===== config.mk =====
export PLATFORM = sky130hd
export DESIGN_NAME = axil_gpio_slave
export DESIGN_NICKNAME = d
export VERILOG_FILES = /design/src/rtl/axil_gpio_pkg.sv /design/src/rtl/gpio_in_sync.sv /design/src/rtl/axil_gpio_slave.sv
export SDC_FILE = /design/constraint.sdc
export NUM_CORES = 1
export LEC_CHECK = 0
export ABC_AREA = 1
export CAP_MARGIN = 20
export CORE_ASPECT_RATIO = 1.4
export CORE_MARGIN = 2
export CORE_UTILIZATION = 30
export CTS_BUF_LIST = sky130_fd_sc_hd__clkbuf_4
export DETAILED_ROUTE_END_ITERATION = 8
export GPL_TIMING_DRIVEN = 0
export MAX_ROUTING_LAYER = met4
export PLACE_DENSITY = 0.56
export SLEW_MARGIN = 30
export SYNTH_ARGS = -nofsm -noshare
export SYNTH_HDL_FRONTEND = slang
export SYNTH_SLANG_ARGS = --single-unit

===== constraint.sdc =====
create_clock -name aclk -period 2.4 [get_ports aclk]
set_clock_uncertainty 0.1 [all_clocks]
set_input_delay 0.6 -clock aclk [delete_from_list [all_inputs] [get_ports aclk]]
set_output_delay 0.6 -clock aclk [all_outputs]
set_load 0.01 [all_outputs]

===== src/rtl/axil_gpio_pkg.sv =====
// Shared definitions for the AXI4-Lite GPIO slave: register offsets, response codes,
// channel state enums and the address decode helper.
package axil_gpio_pkg;

  localparam logic [4:0] LED_OFS     = 5'h00;
  localparam logic [4:0] SW_OFS      = 5'h04;
  localparam logic [4:0] EDGE_OFS    = 5'h08;
  localparam logic [4:0] SCRATCH_OFS = 5'h0C;

  localparam logic [1:0] RESP_OKAY   = 2'b00;
  localparam logic [1:0] RESP_SLVERR = 2'b10;

  typedef enum logic [1:0] {
    WR_IDLE    = 2'd0,
    WR_HAVE_AW = 2'd1,
    WR_HAVE_W  = 2'd2,
    WR_RESP    = 2'd3
  } wr_state_e;

  typedef enum logic {
    RD_IDLE = 1'b0,
    RD_RESP = 1'b1
  } rd_state_e;

  typedef enum logic [2:0] {
    REG_LED     = 3'd0,
    REG_SW      = 3'd1,
    REG_EDGE    = 3'd2,
    REG_SCRATCH = 3'd3,
    REG_NONE    = 3'd4
  } reg_sel_e;

  // Word index is addr[4:2]; the byte offsets above carry the same bits.
  function automatic reg_sel_e decode_reg(input logic [2:0] word);
    reg_sel_e sel;
    case (word)
      LED_OFS[4:2]:     sel = REG_LED;
      SW_OFS[4:2]:      sel = REG_SW;
      EDGE_OFS[4:2]:    sel = REG_EDGE;
      SCRATCH_OFS[4:2]: sel = REG_SCRATCH;
      default:          sel = REG_NONE;
    endcase
    return sel;
  endfunction

  function automatic logic [31:0] apply_wstrb(input logic [31:0] old_val,
                                              input logic [31:0] new_val,
                                              input logic [3:0]  strb);
    logic [31:0] res;
    res = old_val;
    for (int b = 0; b < 4; b++) begin
      if (strb[b]) begin
        res[8*b +: 8] = new_val[8*b +: 8];
      end
    end
    return res;
  endfunction

endpackage


===== src/rtl/gpio_in_sync.sv =====
// Multi-flop synchronizer for asynchronous inputs; q is the last stage.
module gpio_in_sync #(
  parameter int WIDTH  = 8,
  parameter int STAGES = 2
) (
  input  logic             clk,
  input  logic             rst_n,
  input  logic [WIDTH-1:0] d,
  output logic [WIDTH-1:0] q
);

  logic [STAGES-1:0][WIDTH-1:0] stage_r;

  // Shift chain: stage 0 samples the raw input.
  always_ff @(posedge clk or negedge rst_n) begin
    if (!rst_n) begin
      stage_r <= '0;
    end else begin
      stage_r <= {stage_r[STAGES-2:0], d};
    end
  end

  assign q = stage_r[STAGES-1];

endmodule


===== src/rtl/axil_gpio_slave.sv =====
// AXI4-Lite GPIO slave: LED register, synchronized switch readback and scratch register.
// Defining AXIL_GPIO_EDGE_EN adds the sticky switch-change (SW_EDGE, RW1C) register at 0x08.
module axil_gpio_slave
  import axil_gpio_pkg::*;
#(
  parameter int         ADDR_WIDTH = 5,
  parameter logic [7:0] LED_RESET  = 8'h00
) (
  input  logic                  aclk,
  input  logic                  aresetn,
  input  logic [ADDR_WIDTH-1:0] s_axi_awaddr,
  input  logic                  s_axi_awvalid,
  output logic                  s_axi_awready,
  input  logic [31:0]           s_axi_wdata,
  input  logic [3:0]            s_axi_wstrb,
  input  logic                  s_axi_wvalid,
  output logic                  s_axi_wready,
  output logic [1:0]            s_axi_bresp,
  output logic                  s_axi_bvalid,
  input  logic                  s_axi_bready,
  input  logic [ADDR_WIDTH-1:0] s_axi_araddr,
  input  logic                  s_axi_arvalid,
  output logic                  s_axi_arready,
  output logic [31:0]           s_axi_rdata,
  output logic [1:0]            s_axi_rresp,
  output logic                  s_axi_rvalid,
  input  logic                  s_axi_rready,
  output logic [7:0]            led_o,
  input  logic [7:0]            sw_i
);

  logic        rdy_r;
  wr_state_e   wr_state_r, wr_state_nx_s;
  rd_state_e   rd_state_r, rd_state_nx_s;
  logic        awready_s, wready_s, arready_s;
  logic        aw_hs_s, w_hs_s, ar_hs_s, wr_commit_s;
  logic [2:0]  aw_word_r, wr_word_s;
  logic [31:0] w_data_r, wr_data_s;
  logic [3:0]  w_strb_r, wr_strb_s;
  reg_sel_e    wr_sel_s, rd_sel_s;
  logic [1:0]  wr_resp_s, rd_resp_s;
  logic [31:0] rd_data_s;
  logic        bvalid_r, rvalid_r;
  logic [1:0]  bresp_r, rresp_r;
  logic [31:0] rdata_r;
  logic [7:0]  led_r;
  logic [31:0] scratch_r;
  logic [7:0]  sw_sync_s;
  logic        unused_s;

  // Only addr[4:2] is decoded; the byte lane and any upper bits are ignored.
  assign unused_s = ^{s_axi_awaddr, s_axi_araddr};

  gpio_in_sync #(.WIDTH(8), .STAGES(2)) u_sw_sync (
    .clk   (aclk),
    .rst_n (aresetn),
    .d     (sw_i),
    .q     (sw_sync_s)
  );

  // Reset-done flag keeps all readies low for the first cycle after release.
  always_ff @(posedge aclk or negedge aresetn) begin
    if (!aresetn) begin
      rdy_r <= 1'b0;
    end else begin
      rdy_r <= 1'b1;
    end
  end

  assign aw_hs_s = s_axi_awvalid && awready_s;
  assign w_hs_s  = s_axi_wvalid && wready_s;
  assign ar_hs_s = s_axi_arvalid && arready_s;

  // Write FSM state register.
  always_ff @(posedge aclk or negedge aresetn) begin
    if (!aresetn) begin
      wr_state_r <= WR_IDLE;
    end else begin
      wr_state_r <= wr_state_nx_s;
    end
  end

  // Write FSM next state: commit once both AW and W are in hand.
  always_comb begin
    wr_state_nx_s = wr_state_r;
    case (wr_state_r)
      WR_IDLE: begin
        if (aw_hs_s && w_hs_s) wr_state_nx_s = WR_RESP;
        else if (aw_hs_s)      wr_state_nx_s = WR_HAVE_AW;
        else if (w_hs_s)       wr_state_nx_s = WR_HAVE_W;
        else                   wr_state_nx_s = WR_IDLE;
      end
      WR_HAVE_AW: begin
        if (w_hs_s) wr_state_nx_s = WR_RESP;
        else        wr_state_nx_s = WR_HAVE_AW;
      end
      WR_HAVE_W: begin
        if (aw_hs_s) wr_state_nx_s = WR_RESP;
        else         wr_state_nx_s = WR_HAVE_W;
      end
      WR_RESP: begin
        if (s_axi_bready) wr_state_nx_s = WR_IDLE;
        else              wr_state_nx_s = WR_RESP;
      end
      default: wr_state_nx_s = WR_IDLE;
    endcase
  end

  // Write FSM outputs: a channel is ready while its own holding slot is empty.
  always_comb begin
    awready_s = 1'b0;
    wready_s  = 1'b0;
    case (wr_state_r)
      WR_IDLE: begin
        awready_s = rdy_r;
        wready_s  = rdy_r;
      end
      WR_HAVE_AW: wready_s  = rdy_r;
      WR_HAVE_W:  awready_s = rdy_r;
      default: begin
        awready_s = 1'b0;
        wready_s  = 1'b0;
      end
    endcase
  end

  assign wr_commit_s = (wr_state_r != WR_RESP) && (wr_state_nx_s == WR_RESP);

  // Holding registers for whichever of AW/W arrives first.
  always_ff @(posedge aclk or negedge aresetn) begin
    if (!aresetn) begin
      aw_word_r <= 3'd0;
      w_data_r  <= 32'h0000_0000;
      w_strb_r  <= 4'h0;
    end else begin
      if (aw_hs_s) aw_word_r <= s_axi_awaddr[4:2];
      if (w_hs_s) begin
        w_data_r <= s_axi_wdata;
        w_strb_r <= s_axi_wstrb;
      end
    end
  end

  // Commit operands come from the holding register or straight from the bus.
  always_comb begin
    if (wr_state_r == WR_HAVE_AW) begin
      wr_word_s = aw_word_r;
    end else begin
      wr_word_s = s_axi_awaddr[4:2];
    end
    if (wr_state_r == WR_HAVE_W) begin
      wr_data_s = w_data_r;
      wr_strb_s = w_strb_r;
    end else begin
      wr_data_s = s_axi_wdata;
      wr_strb_s = s_axi_wstrb;
    end
  end

  assign wr_sel_s = decode_reg(wr_word_s);
  assign rd_sel_s = decode_reg(s_axi_araddr[4:2]);

`ifdef AXIL_GPIO_EDGE_EN
  logic [7:0] sw_s3_r, edge_r, edge_clr_s;

  // W1C mask; only byte lane 0 can clear.
  always_comb begin
    if (wr_commit_s && (wr_sel_s == REG_EDGE) && wr_strb_s[0]) begin
      edge_clr_s = wr_data_s[7:0];
    end else begin
      edge_clr_s = 8'h00;
    end
  end

  // Sticky change detect; a new change on a bit overrides its clear.
  always_ff @(posedge aclk or negedge aresetn) begin
    if (!aresetn) begin
      sw_s3_r <= 8'h00;
      edge_r  <= 8'h00;
    end else begin
      sw_s3_r <= sw_sync_s;
      edge_r  <= (edge_r & ~edge_clr_s) | (sw_sync_s ^ sw_s3_r);
    end
  end
`endif

  // Write response code per target register.
  always_comb begin
    wr_resp_s = RESP_OKAY;
    case (wr_sel_s)
      REG_LED:     wr_resp_s = RESP_OKAY;
      REG_SW:      wr_resp_s = RESP_OKAY;
`ifdef AXIL_GPIO_EDGE_EN
      REG_EDGE:    wr_resp_s = RESP_OKAY;
`endif
      REG_SCRATCH: wr_resp_s = RESP_OKAY;
      default:     wr_resp_s = RESP_SLVERR;
    endcase
  end

  // Register updates and B channel, both on the commit edge.
  always_ff @(posedge aclk or negedge aresetn) begin
    if (!aresetn) begin
      led_r     <= LED_RESET;
      scratch_r <= 32'h0000_0000;
      bvalid_r  <= 1'b0;
      bresp_r   <= 2'b00;
    end else begin
      if (wr_commit_s) begin
        bvalid_r <= 1'b1;
        bresp_r  <= wr_resp_s;
        if ((wr_sel_s == REG_LED) && wr_strb_s[0]) led_r <= wr_data_s[7:0];
        if (wr_sel_s == REG_SCRATCH) scratch_r <= apply_wstrb(scratch_r, wr_data_s, wr_strb_s);
      end else if (bvalid_r && s_axi_bready) begin
        bvalid_r <= 1'b0;
      end
    end
  end

  // Read mux over current register values.
  always_comb begin
    rd_data_s = 32'h0000_0000;
    rd_resp_s = RESP_OKAY;
    case (rd_sel_s)
      REG_LED:     rd_data_s = {24'h00_0000, led_r};
      REG_SW:      rd_data_s = {24'h00_0000, sw_sync_s};
`ifdef AXIL_GPIO_EDGE_EN
      REG_EDGE:    rd_data_s = {24'h00_0000, edge_r};
`endif
      REG_SCRATCH: rd_data_s = scratch_r;
      default:     rd_resp_s = RESP_SLVERR;
    endcase
  end

  // Read FSM state register.
  always_ff @(posedge aclk or negedge aresetn) begin
    if (!aresetn) begin
      rd_state_r <= RD_IDLE;
    end else begin
      rd_state_r <= rd_state_nx_s;
    end
  end

  // Read FSM next state: one read outstanding.
  always_comb begin
    rd_state_nx_s = rd_state_r;
    case (rd_state_r)
      RD_IDLE: begin
        if (ar_hs_s) rd_state_nx_s = RD_RESP;
        else         rd_state_nx_s = RD_IDLE;
      end
      RD_RESP: begin
        if (s_axi_rready) rd_state_nx_s = RD_IDLE;
        else              rd_state_nx_s = RD_RESP;
      end
      default: rd_state_nx_s = RD_IDLE;
    endcase
  end

  // Read FSM outputs.
  always_comb begin
    case (rd_state_r)
      RD_IDLE: arready_s = rdy_r;
      default: arready_s = 1'b0;
    endcase
  end

  // R channel registers, held until rready.
  always_ff @(posedge aclk or negedge aresetn) begin
    if (!aresetn) begin
      rvalid_r <= 1'b0;
      rdata_r  <= 32'h0000_0000;
      rresp_r  <= 2'b00;
    end else begin
      if (ar_hs_s) begin
        rvalid_r <= 1'b1;
        rdata_r  <= rd_data_s;
        rresp_r  <= rd_resp_s;
      end else if (rvalid_r && s_axi_rready) begin
        rvalid_r <= 1'b0;
      end
    end
  end

  assign s_axi_awready = awready_s;
  assign s_axi_wready  = wready_s;
  assign s_axi_arready = arready_s;
  assign s_axi_bvalid  = bvalid_r;
  assign s_axi_bresp   = bresp_r;
  assign s_axi_rvalid  = rvalid_r;
  assign s_axi_rdata   = rdata_r;
  assign s_axi_rresp   = rresp_r;
  assign led_o         = led_r;

endmodule


==> key figures, run 1 <==
Cells and area
  • Final cell count without fillers: 1052
  • Nets@finish: 851
  • Share of layout cells above drive strength 1: 9.22%
  • Layout area overhead: 29.1%

Drt
  • Vias: 4567
  • Post-DRT Antenna Nets: 0
  • WL/cell: 13.2 um
  • Routed WL: 13900 um
  • Detailed Route Iter0 Violations: 248
  • Post-DR vias/cell: 4.34
  • Initial DRT Pass Iterations: 5
  • DRC viols: 0

Critical path
  • Highest-delay cell along the critical path: dfrtp_1
  • Worst path depth: 3
  • Crit Path Class: register to output pin
  • Critical path arrival: 1.51 ns
  • CP Launch Point: wr_state_r[0]$_DFF_PN0_
  • Reg2reg start: wr_state_r[1]$_DFF_PN0_
  • Worst path cell trace: buf_4 -> nor2_1 -> dlygate4sd2_1
  • Worst-case reg-to-reg path depth: 8
  • CP delay by family, top: buffers and inverters
  • Buf+Inv Stages, Crit Path: 2
  • Critical Path End Type: output pin
  • CP peak stage delay: 0.39 ns
  • Worst Setup Start Kind: register
  • Crit path required time: 1.70 ns
  • Worst Path Max Fanout: 9

Timing
  • Worst hold slack: 0.263 ns
  • Finish-stage setup viols: 0
  • Fin. Hold Viols: 0
  • Slew Limit Fails: 0
  • Fmax: 452 MHz
  • Slew of the pin with the lowest slew margin: 0.589 ns
  • Post-layout min period: 2.21 ns
  • Worst slew margin: 60.6%
  • Final setup margin: 0.188 ns
  • TNS Setup: 0 ns
  • RSZ-0062 raised after global routing: no
  • Fin crit share: 92.2%

Run
  • Number of max-cap violations: 0

Floorplan
  • Initial Utilization: 30.3%
  • Chip height: 168 um
  • Core Rows: 60
  • I/O pin count: 110
  • Die width: 121 um
  • Core area: 19100 um2
  • Die area: 20400 um2

Place
  • Dpl ws: -0.0588 ns
  • Port bufs: 103
  • Placed cells: 1017
  • DP HPWL: 10600 um
  • Final RePlAce weighted congestion: 0.792

CTS
  • CTS tree: built
  • Clock sinks: 135
  • Clock Path Buffers: 2
  • CTS clk-pin slew, worst paths: 0.13 ns
  • CTS root buf: clkbuf_4
  • H-tree depth: 4
  • CTS buffer count: 17
  • Clock latency on the worst-skew pair: 0.52 ns

Hold path
  • Worst min path class: register to register
  • Hold depth: 0
  • Hold Startpoint: u_sw_sync.stage_r[5]$_DFF_PN0_

Run status
  • Outcome: completed

Power
  • Total Power: 7.18 mW
  • PwrDens: 963 nW/um2
  • Peak VDD IR: 0.320 mV
  • Leak pwr: 3.63 nW

Yosys
  • Synth Instances: 664
  • Synthesized area: 5780 um2
  • Yosys Warn Count: 0
  • Mean post-synth cell area: 8.70 um2
  • Asr flop ratio synth: 100%
  • Synth Flop Type: dfrtp_1
  • Number of synthesized flops with an enable pin: 0
  • Distinct cells, synth: 22
  • Yosys reg bits: 135
  • Post-synthesis sequential area ratio: 58.5%

Global route
  • Vias in the first global route: 4382
  • Initial antenna violation count: 1
  • First-pass GRT wire length: 22800 um
  • Total grt overflow: 0
  • Largest net degree at the start of global routing: 78
  • Gr usage total: 14.7%
[Yosys cell counts (all sizes together), types with 2 or more instances]
master,count,area (um2)
mux2,4,45.0
dfrtp,135,3380
nand3,51,260
conb,2,7.51
nand2,277,1090
a21oi,5,25.0
o21ai,94,474
nor2,17,141
buf,12,97.6
clkbuf,18,67.6
inv,47,176
[kinds of logic (layout without fill, tap and decap cells)]
family	after synthesis	after routing	synth area share (%)
simple gates	347	347	26.0
flops	135	135	58.5
compound gates	99	99	8.64
buf+inv	77	215	5.91
mux	4	4	0.780
other cells	2	4	0.130
[power breakdown]
part	switching [mW]	internal (mW)
Combinational	1.36	0.931
Clock	0.938	0.559
Sequential	0.402	2.99
[through the flow]
| stage | utilization, % | area, um2 |
|---|---|---|
| final | 39.1 | 7460 |
| after global routing | 39.1 | 7460 |
| after CTS | 39.1 | 7450 |
| after detailed placement | 37.5 | 7150 |
| after global placement | 37.3 | 7120 |
| after floorplan | - | 5780 |
[timing repair]
item / in CTS / in global routing
hold buffers: 1 / 0
endpoints found under the setup margin: 3 / 0
endpoints found under the hold margin: 76 / 0
buffers inserted: 1 / 0
resized for setup: 3 / 0
[placed cells by master, fill, tap and decap left out, types with 3 or more instances in the layout]
master           count
nand2_2              5
dlygate4sd2_1        3
nor2_4               6
inv_6                7
nor2_1               9
clkdlybuf4s50_1     99
inv_8                3
dfrtp_1            135
buf_4                6
conb_1               3
a21oi_1              5
clkbuf_4            17
nand2_1            267
mux2_2               4
buf_6                4
o21ai_0             93
nand2_4              5
clkbuf_1            18
buf_2                3
nand3_1             50
inv_1               45
[cell type report]
type,instances,area (um2)
Timing Repair Buffer,106,1080
Tap cell,248,310
Multi-Input combinational cell,453,2060
Clock buffer,17,128
Inverter,47,176
Clock inverter,15,155
Antenna cell,1,2.50
Fill cell,1997,11600
Buffer,30,165
Sequential cell,135,3380
[state kept, by name, summed over array words and instances, names as in the netlist, 2 cells and up]
| register | count |
|---|---|
| u_sw_sync.stage_r | 8 |
| wr_state_r | 2 |
| led_o | 8 |
| w_strb_r | 4 |
| s_axi_rdata | 32 |
| aw_word_r | 3 |
| u_sw_sync.q | 8 |
| scratch_r | 32 |
| w_data_r | 32 |
[final timing paths]
check | to | slack [ns]
max in group asynchronous | w_data_r[23]$_DFFE_PN0N_ | 0.98
hold / removal | u_sw_sync.q[5]$_DFF_PN0_ | 0.26
min in group asynchronous | s_axi_rdata[5]$_DFFE_PN0P_ | 0.49
setup reg to reg | scratch_r[18]$_DFFE_PN0P_ | 0.56
setup / recovery | s_axi_awready | 0.19
hold reg to reg | u_sw_sync.q[5]$_DFF_PN0_ | 0.26
[metal layers]
layer  vias up  global-route usage (%)  wire [um]  share of wire [%]
li1       2351                       -          -                  -
met1      2119                    18.8       6300                 45
met2        89                    22.9       6950                 50
met3         8                    3.25        506                3.6
met4         0                    5.50        179                1.3
met5         -                       -          0                  0
(Power assumes the default switching activity.)
==> run 2: changes to the inputs <==
--- a/config.mk
+++ b/config.mk
@@ -15,6 +15,7 @@
 export GPL_TIMING_DRIVEN = 0
 export MAX_ROUTING_LAYER = met4
 export PLACE_DENSITY = 0.56
+export SKIP_CTS_REPAIR_TIMING = 1
 export SLEW_MARGIN = 30
 export SYNTH_ARGS = -nofsm -noshare
 export SYNTH_HDL_FRONTEND = slang
==> key figures, run 2 (same netlist as run 1, synthesis figures left out) <==
Place
  • Final RePlAce weighted congestion: 0.792 (unchanged)
  • Dpl ws: -0.0588 ns (unchanged)
  • Port bufs: 103 (unchanged)
  • DP Area: 7150 um2 (unchanged)
  • DP HPWL: 10600 um (unchanged)

Hold path
  • Hold Startpoint: u_sw_sync.stage_r[5]$_DFF_PN0_ (unchanged)
  • Worst min path class: register to register (unchanged)
  • Hold-critical path endpoint: u_sw_sync.q[5]$_DFF_PN0_ (unchanged)
  • Hold depth: 0 (unchanged)

Timing
  • Slew Limit Fails: 0 (unchanged)
  • Finish-stage setup viols: 0 (unchanged)
  • Fmax: 451 MHz (was 452 MHz)
  • Post-layout min period: 2.22 ns (was 2.21 ns)
  • RSZ-0062 raised after global routing: no (unchanged)
  • Final setup margin: 0.180 ns (was 0.188 ns)
  • Worst slew margin: 60.6% (about the same)
  • Fin. Hold Viols: 0 (unchanged)
  • Slew of the pin with the lowest slew margin: 0.589 ns (about the same)
  • Fin crit share: 92.5% (was 92.2%)

Drt
  • Vias: 4549 (was 4567)
  • WL/cell: 13.3 um (was 13.2 um)
  • Post-DRT Antenna Nets: 0 (unchanged)
  • DRC viols: 0 (unchanged)
  • Post-DR vias/cell: 4.32 (was 4.34)
  • Detailed Route Iter0 Violations: 251 (was 248)
  • Initial DRT Pass Iterations: 4 (was 5)
  • Routed WL: 13900 um (about the same)

Critical path
  • Worst path cell trace: clkdlybuf4s50_1 (was buf_4 -> nor2_1 -> dlygate4sd2_1)
  • Reg2reg start: wr_state_r[1]$_DFF_PN0_ (unchanged)
  • CP delay by family, top: buffers and inverters (unchanged)
  • Crit path required time: 1.70 ns (about the same)
  • Worst Path Max Fanout: 3 (was 9)
  • CP peak stage delay: 0.60 ns (was 0.39 ns)
  • RR Endpoint: scratch_r[18]$_DFFE_PN0P_ (unchanged)
  • Critical Path End Type: output pin (unchanged)
  • Buf+Inv Stages, Crit Path: 1 (was 2)
  • CP Launch Point: led_o[1]$_DFFE_PN0P_ (was wr_state_r[0]$_DFF_PN0_)
  • Worst Setup Start Kind: register (unchanged)
  • Worst-case reg-to-reg path depth: 8 (unchanged)
  • R2R setup slack: 0.55 ns (was 0.56 ns)
  • Highest-delay cell along the critical path: clkdlybuf4s50_1 (was dfrtp_1)
  • Critical path arrival: 1.52 ns (was 1.51 ns)
  • Crit Path Class: register to output pin (unchanged)

Global route
  • First-pass GRT wire length: 22800 um (about the same)
  • Vias in the first global route: 4377 (was 4382)
  • Total grt overflow: 0 (unchanged)
  • Gr usage total: 14.7% (about the same)
  • Largest net degree at the start of global routing: 78 (unchanged)
  • Initial antenna violation count: 1 (unchanged)

Floorplan
  • Initial Utilization: 30.3% (unchanged)
  • Core Rows: 60 (unchanged)
  • Core area: 19100 um2 (unchanged)
  • Die area: 20400 um2 (unchanged)
  • Die width: 121 um (unchanged)
  • I/O pin count: 110 (unchanged)
  • Chip height: 168 um (unchanged)

CTS
  • CTS root buf: clkbuf_4 (unchanged)
  • CTS buffer count: 17 (unchanged)
  • Clock sinks: 135 (unchanged)
  • Clock latency on the worst-skew pair: 0.53 ns (was 0.52 ns)
  • CTS tree: built (unchanged)
  • CTS clk-pin slew, worst paths: 0.14 ns (was 0.13 ns)
  • Clock Path Buffers: 2 (unchanged)
  • H-tree depth: 4 (unchanged)

Cells and area
  • Nets@finish: 851 (unchanged)
  • Layout area overhead: 29.3% (was 29.1%)
  • Cell area after layout: 7470 um2 (was 7460 um2)
  • Share of layout cells above drive strength 1: 9.22% (unchanged)
  • Most common cell after layout, fill and taps aside: nand2_1 (unchanged)
  • Fill count: 1993 (was 1997)
  • Multi-input logic area: 2060 um2 (unchanged)
  • Register Area: 3380 um2 (unchanged)
  • Most frequent cells in the layout: 267 x nand2_1, 135 x dfrtp_1, 99 x clkdlybuf4s50_1, 93 x o21ai_0, 50 x nand3_1 (unchanged)

Power
  • Leak pwr: 3.66 nW (was 3.63 nW)
  • PwrDens: 962 nW/um2 (was 963 nW/um2)
  • Peak VDD IR: 0.321 mV (was 0.320 mV)

Run status
  • Outcome: completed (unchanged)

Run
  • Number of max-cap violations: 0 (unchanged)
-- run 2: changes by cell type in the layout (fill, tap and decap cells not counted), sizes merged --
cell	previous run	this run
dlymetal6s2s	0	3
dlygate4sd2	3	0
-- run 2: report_power, final --
group          switching (mW)  total, mW  internal [mW]
Combinational            1.36       2.29          0.935
Sequential              0.402       3.39           2.99
Clock                   0.941       1.50          0.558
-- run 2: metal layers --
metal | up-vias | track usage [%] | routed length [um]
met4 | 0 | 5.50 | 192
li1 | 2352 | - | -
met2 | 85 | 22.9 | 6940
met5 | - | - | 0
met1 | 2101 | 18.8 | 6320
met3 | 11 | 3.25 | 485
-- run 2: cell type report --
| type | count | share of cell area (%) |
|---|---|---|
| diodes | 1 | 0.0335 |
| multi-input cells | 453 | 27.6 |
| well taps | 248 | 4.15 |
| repair buffers | 106 | 14.6 |
| plain buffers | 30 | 2.21 |
| clock inverters | 15 | 2.08 |
| clock buffers | 17 | 1.71 |
| inverters | 47 | 2.36 |
| flip-flops and latches | 135 | 45.2 |
-- run 2: worst max-delay path by stage --
| stage | to | depth (start not counted) |
|---|---|---|
| global route | led_o[1] | 1 |
| floorplan | led_o[4]$_DFFE_PN0P_ | 8 |
| global placement | w_data_r[18]$_DFFE_PN0N_ | 1 |
| finish | led_o[1] | 1 |
| detailed placement | s_axi_rdata[5]$_DFFE_PN0P_ | 8 |
| CTS | s_axi_awready | 3 |
-- run 2: through the flow --
stage	util, %	power (mW)	TNS (ns)	cells	hold WS (ns)
after floorplan	-	4.87	0	665	0.204
after global placement	37.3	5.72	-658.01	1016	0.233
after detailed placement	37.5	5.77	-0.163	1017	0.236
after CTS	39.0	7.30	-0.337	1049	-0.105
after global routing	39.2	7.75	0	1052	0.273
final	39.2	7.19	0	1052	0.263
==> run 3: changes to the inputs <==
--- a/config.mk
+++ b/config.mk
@@ -9,14 +9,14 @@
 export CAP_MARGIN = 20
 export CORE_ASPECT_RATIO = 1.4
 export CORE_MARGIN = 2
-export CORE_UTILIZATION = 30
+export CORE_UTILIZATION = 45
 export CTS_BUF_LIST = sky130_fd_sc_hd__clkbuf_4
 export DETAILED_ROUTE_END_ITERATION = 8
+export DONT_BUFFER_PORTS = 1
 export GPL_TIMING_DRIVEN = 0
 export MAX_ROUTING_LAYER = met4
-export PLACE_DENSITY = 0.56
+export PLACE_DENSITY = 0.65
 export SKIP_CTS_REPAIR_TIMING = 1
-export SLEW_MARGIN = 30
 export SYNTH_ARGS = -nofsm -noshare
 export SYNTH_HDL_FRONTEND = slang
 export SYNTH_SLANG_ARGS = --single-unit
==> key figures, run 3 (same netlist as run 1, synthesis figures left out) <==
Critical path
  • CP delay by family, top: flip-flops (was buffers and inverters)
  • Critical path arrival: 1.32 ns (was 1.52 ns)
  • Worst Path Max Fanout: 9 (was 3)
  • Worst path cell trace: buf_4 -> nor2_1 (was clkdlybuf4s50_1)
  • Worst Setup Start Kind: register (unchanged)
  • Highest-delay cell along the critical path: dfrtp_1 (was clkdlybuf4s50_1)
  • Crit Path Class: register to output pin (unchanged)
  • Critical Path End Type: output pin (unchanged)
  • CP peak stage delay: 0.38 ns (was 0.60 ns)
  • Crit path required time: 1.70 ns (about the same)
  • Buf+Inv Stages, Crit Path: 1 (unchanged)

Floorplan
  • Die area: 13800 um2 (was 20400 um2)
  • Core Rows: 49 (was 60)
  • Die width: 99.7 um (was 121 um)
  • Core area: 12700 um2 (was 19100 um2)
  • I/O pin count: 110 (unchanged)
  • Chip height: 138 um (was 168 um)
  • Initial Utilization: 45.5% (was 30.3%)

CTS
  • CTS buffer count: 17 (unchanged)
  • Clock Path Buffers: 2 (unchanged)
  • H-tree depth: 4 (unchanged)
  • CTS tree: built (unchanged)
  • CTS root buf: clkbuf_4 (unchanged)
  • Clock latency on the worst-skew pair: 0.52 ns (was 0.53 ns)
  • CTS clk-pin slew, worst paths: 0.12 ns (was 0.14 ns)
  • Clock sinks: 135 (unchanged)

Cells and area
  • Nets@finish: 754 (was 851)
  • Most frequent cells in the layout: 267 x nand2_1, 135 x dfrtp_1, 93 x o21ai_0, 50 x nand3_1, 45 x inv_1 (was 267 x nand2_1, 135 x dfrtp_1, 99 x clkdlybuf4s50_1, 93 x o21ai_0, 50 x nand3_1)
  • Final cell count without fillers: 860 (was 1052)
  • Most common cell after layout, fill and taps aside: nand2_1 (unchanged)
  • Fill count: 1222 (was 1993)
  • Share of layout cells above drive strength 1: 9.92% (was 9.22%)
  • Cell area after layout: 6400 um2 (was 7470 um2)
  • Layout area overhead: 10.8% (was 29.3%)

Global route
  • First-pass GRT wire length: 21300 um (was 22800 um)
  • Total grt overflow: 0 (unchanged)
  • Initial antenna violation count: 1 (unchanged)
  • Gr usage total: 20.3% (was 14.7%)
  • Vias in the first global route: 4208 (was 4377)
  • Largest net degree at the start of global routing: 136 (was 78)

Timing
  • Fin. Hold Viols: 135 (was 0)
  • Slew of the pin with the lowest slew margin: 0.892 ns (was 0.589 ns)
  • Finish-stage setup viols: 0 (unchanged)
  • Fin crit share: 84.3% (was 92.5%)
  • Worst slew margin: 40.1% (was 60.6%)
  • Post-layout min period: 2.02 ns (was 2.22 ns)
  • Fmax: 494 MHz (was 451 MHz)
  • Worst hold slack: -0.344 ns (was 0.263 ns)
  • Slew Limit Fails: 0 (unchanged)
  • RSZ-0062 raised after global routing: no (unchanged)
  • TNS Setup: 0 ns (unchanged)

Place
  • Final RePlAce weighted congestion: 0.802 (was 0.792)
  • DP HPWL: 9450 um (was 10600 um)
  • Placed cells: 818 (was 1017)
  • DP Area: 5970 um2 (was 7150 um2)
  • Port bufs: 0 (was 103)

Drt
  • Detailed Route Iter0 Violations: 241 (was 251)
  • WL/cell: 15.0 um (was 13.3 um)
  • Wire length on met2: 6060 um (was 6940 um)
  • Vias: 4317 (was 4549)
  • Routed wl met3: 659 um (was 485 um)
  • Routed WL: 12900 um (was 13900 um)
  • Post-DRT Antenna Nets: 0 (unchanged)
  • Initial DRT Pass Iterations: 6 (was 4)
  • DRC viols: 0 (unchanged)
  • Top sig layer: met4 (unchanged)
  • Post-DR vias/cell: 5.02 (was 4.32)
  • Metal-1 WL: 5910 um (was 6320 um)

Hold path
  • Worst min path class: input pin to async pin (was register to register)

Run status
  • Outcome: finished, violations left (was completed)
  • Failing checks: negative hold slack

Run
  • Number of max-cap violations: 0 (unchanged)

Power
  • Peak VDD IR: 0.487 mV (was 0.321 mV)
  • Leak pwr: 3.26 nW (was 3.66 nW)
  • PwrDens: 1100 nW/um2 (was 962 nW/um2)
-- run 3: layer usage --
layer  up-vias  global-route usage, %
met2       133                   30.1
met5         -                      -
li1       2154                      -
met3        21                   4.90
met4         0                   6.71
met1      2009                   27.7
-- run 3: final cells by class --
type	instances	area, um2	area share [%]
buffer	30	165	2.58
clock buffer	18	135	2.11
sequential	135	3380	52.8
tap	153	191	2.99
inverter	47	176	2.76
multi-input combinational	453	2060	32.2
timing repair buffer	9	90.1	1.41
clock inverter	14	199	3.11
antenna	1	2.50	0.0391
-- run 3: path summary, 6_finish.rpt --
| kind | startpoint | to | slack (ns) | cells after the start |
|---|---|---|---|---|
| setup / recovery | wr_state_r[0]$_DFF_PN0_ | s_axi_awready | 0.38 | 2 |
| setup reg to reg | wr_state_r[1]$_DFF_PN0_ | scratch_r[21]$_DFFE_PN0P_ | 0.59 | 8 |
| hold / removal | aresetn | w_data_r[21]$_DFFE_PN0N_ | -0.34 | 0 |
| min in group aclk | s_axi_rready | s_axi_rvalid$_DFFE_PN0P_ | 0.06 | 1 |
| hold reg to reg | u_sw_sync.stage_r[5]$_DFF_PN0_ | u_sw_sync.q[5]$_DFF_PN0_ | 0.26 | 0 |
| max in group asynchronous | aresetn | u_sw_sync.stage_r[5]$_DFF_PN0_ | 2.33 | 0 |
-- run 3: power breakdown --
part / total (mW) / switching, mW / internal, mW
Combinational: 1.84 / 1.20 / 0.637
Clock: 1.71 / 0.861 / 0.846
Sequential: 3.50 / 0.508 / 2.99
Total: 7.05 / 2.57 / 4.48
-- run 3: stage by stage --
stage / power, mW / utilization (%) / worst slack (ns)
CTS: 7.09 / 49.7 / 0.331
global route: 7.56 / 50.4 / 0.287
floorplan: 4.87 / - / 0.836
finish: 7.05 / 50.4 / 0.377
detailed placement: 5.38 / 47.0 / 0.507
global placement: 5.28 / 47.0 / 0.537
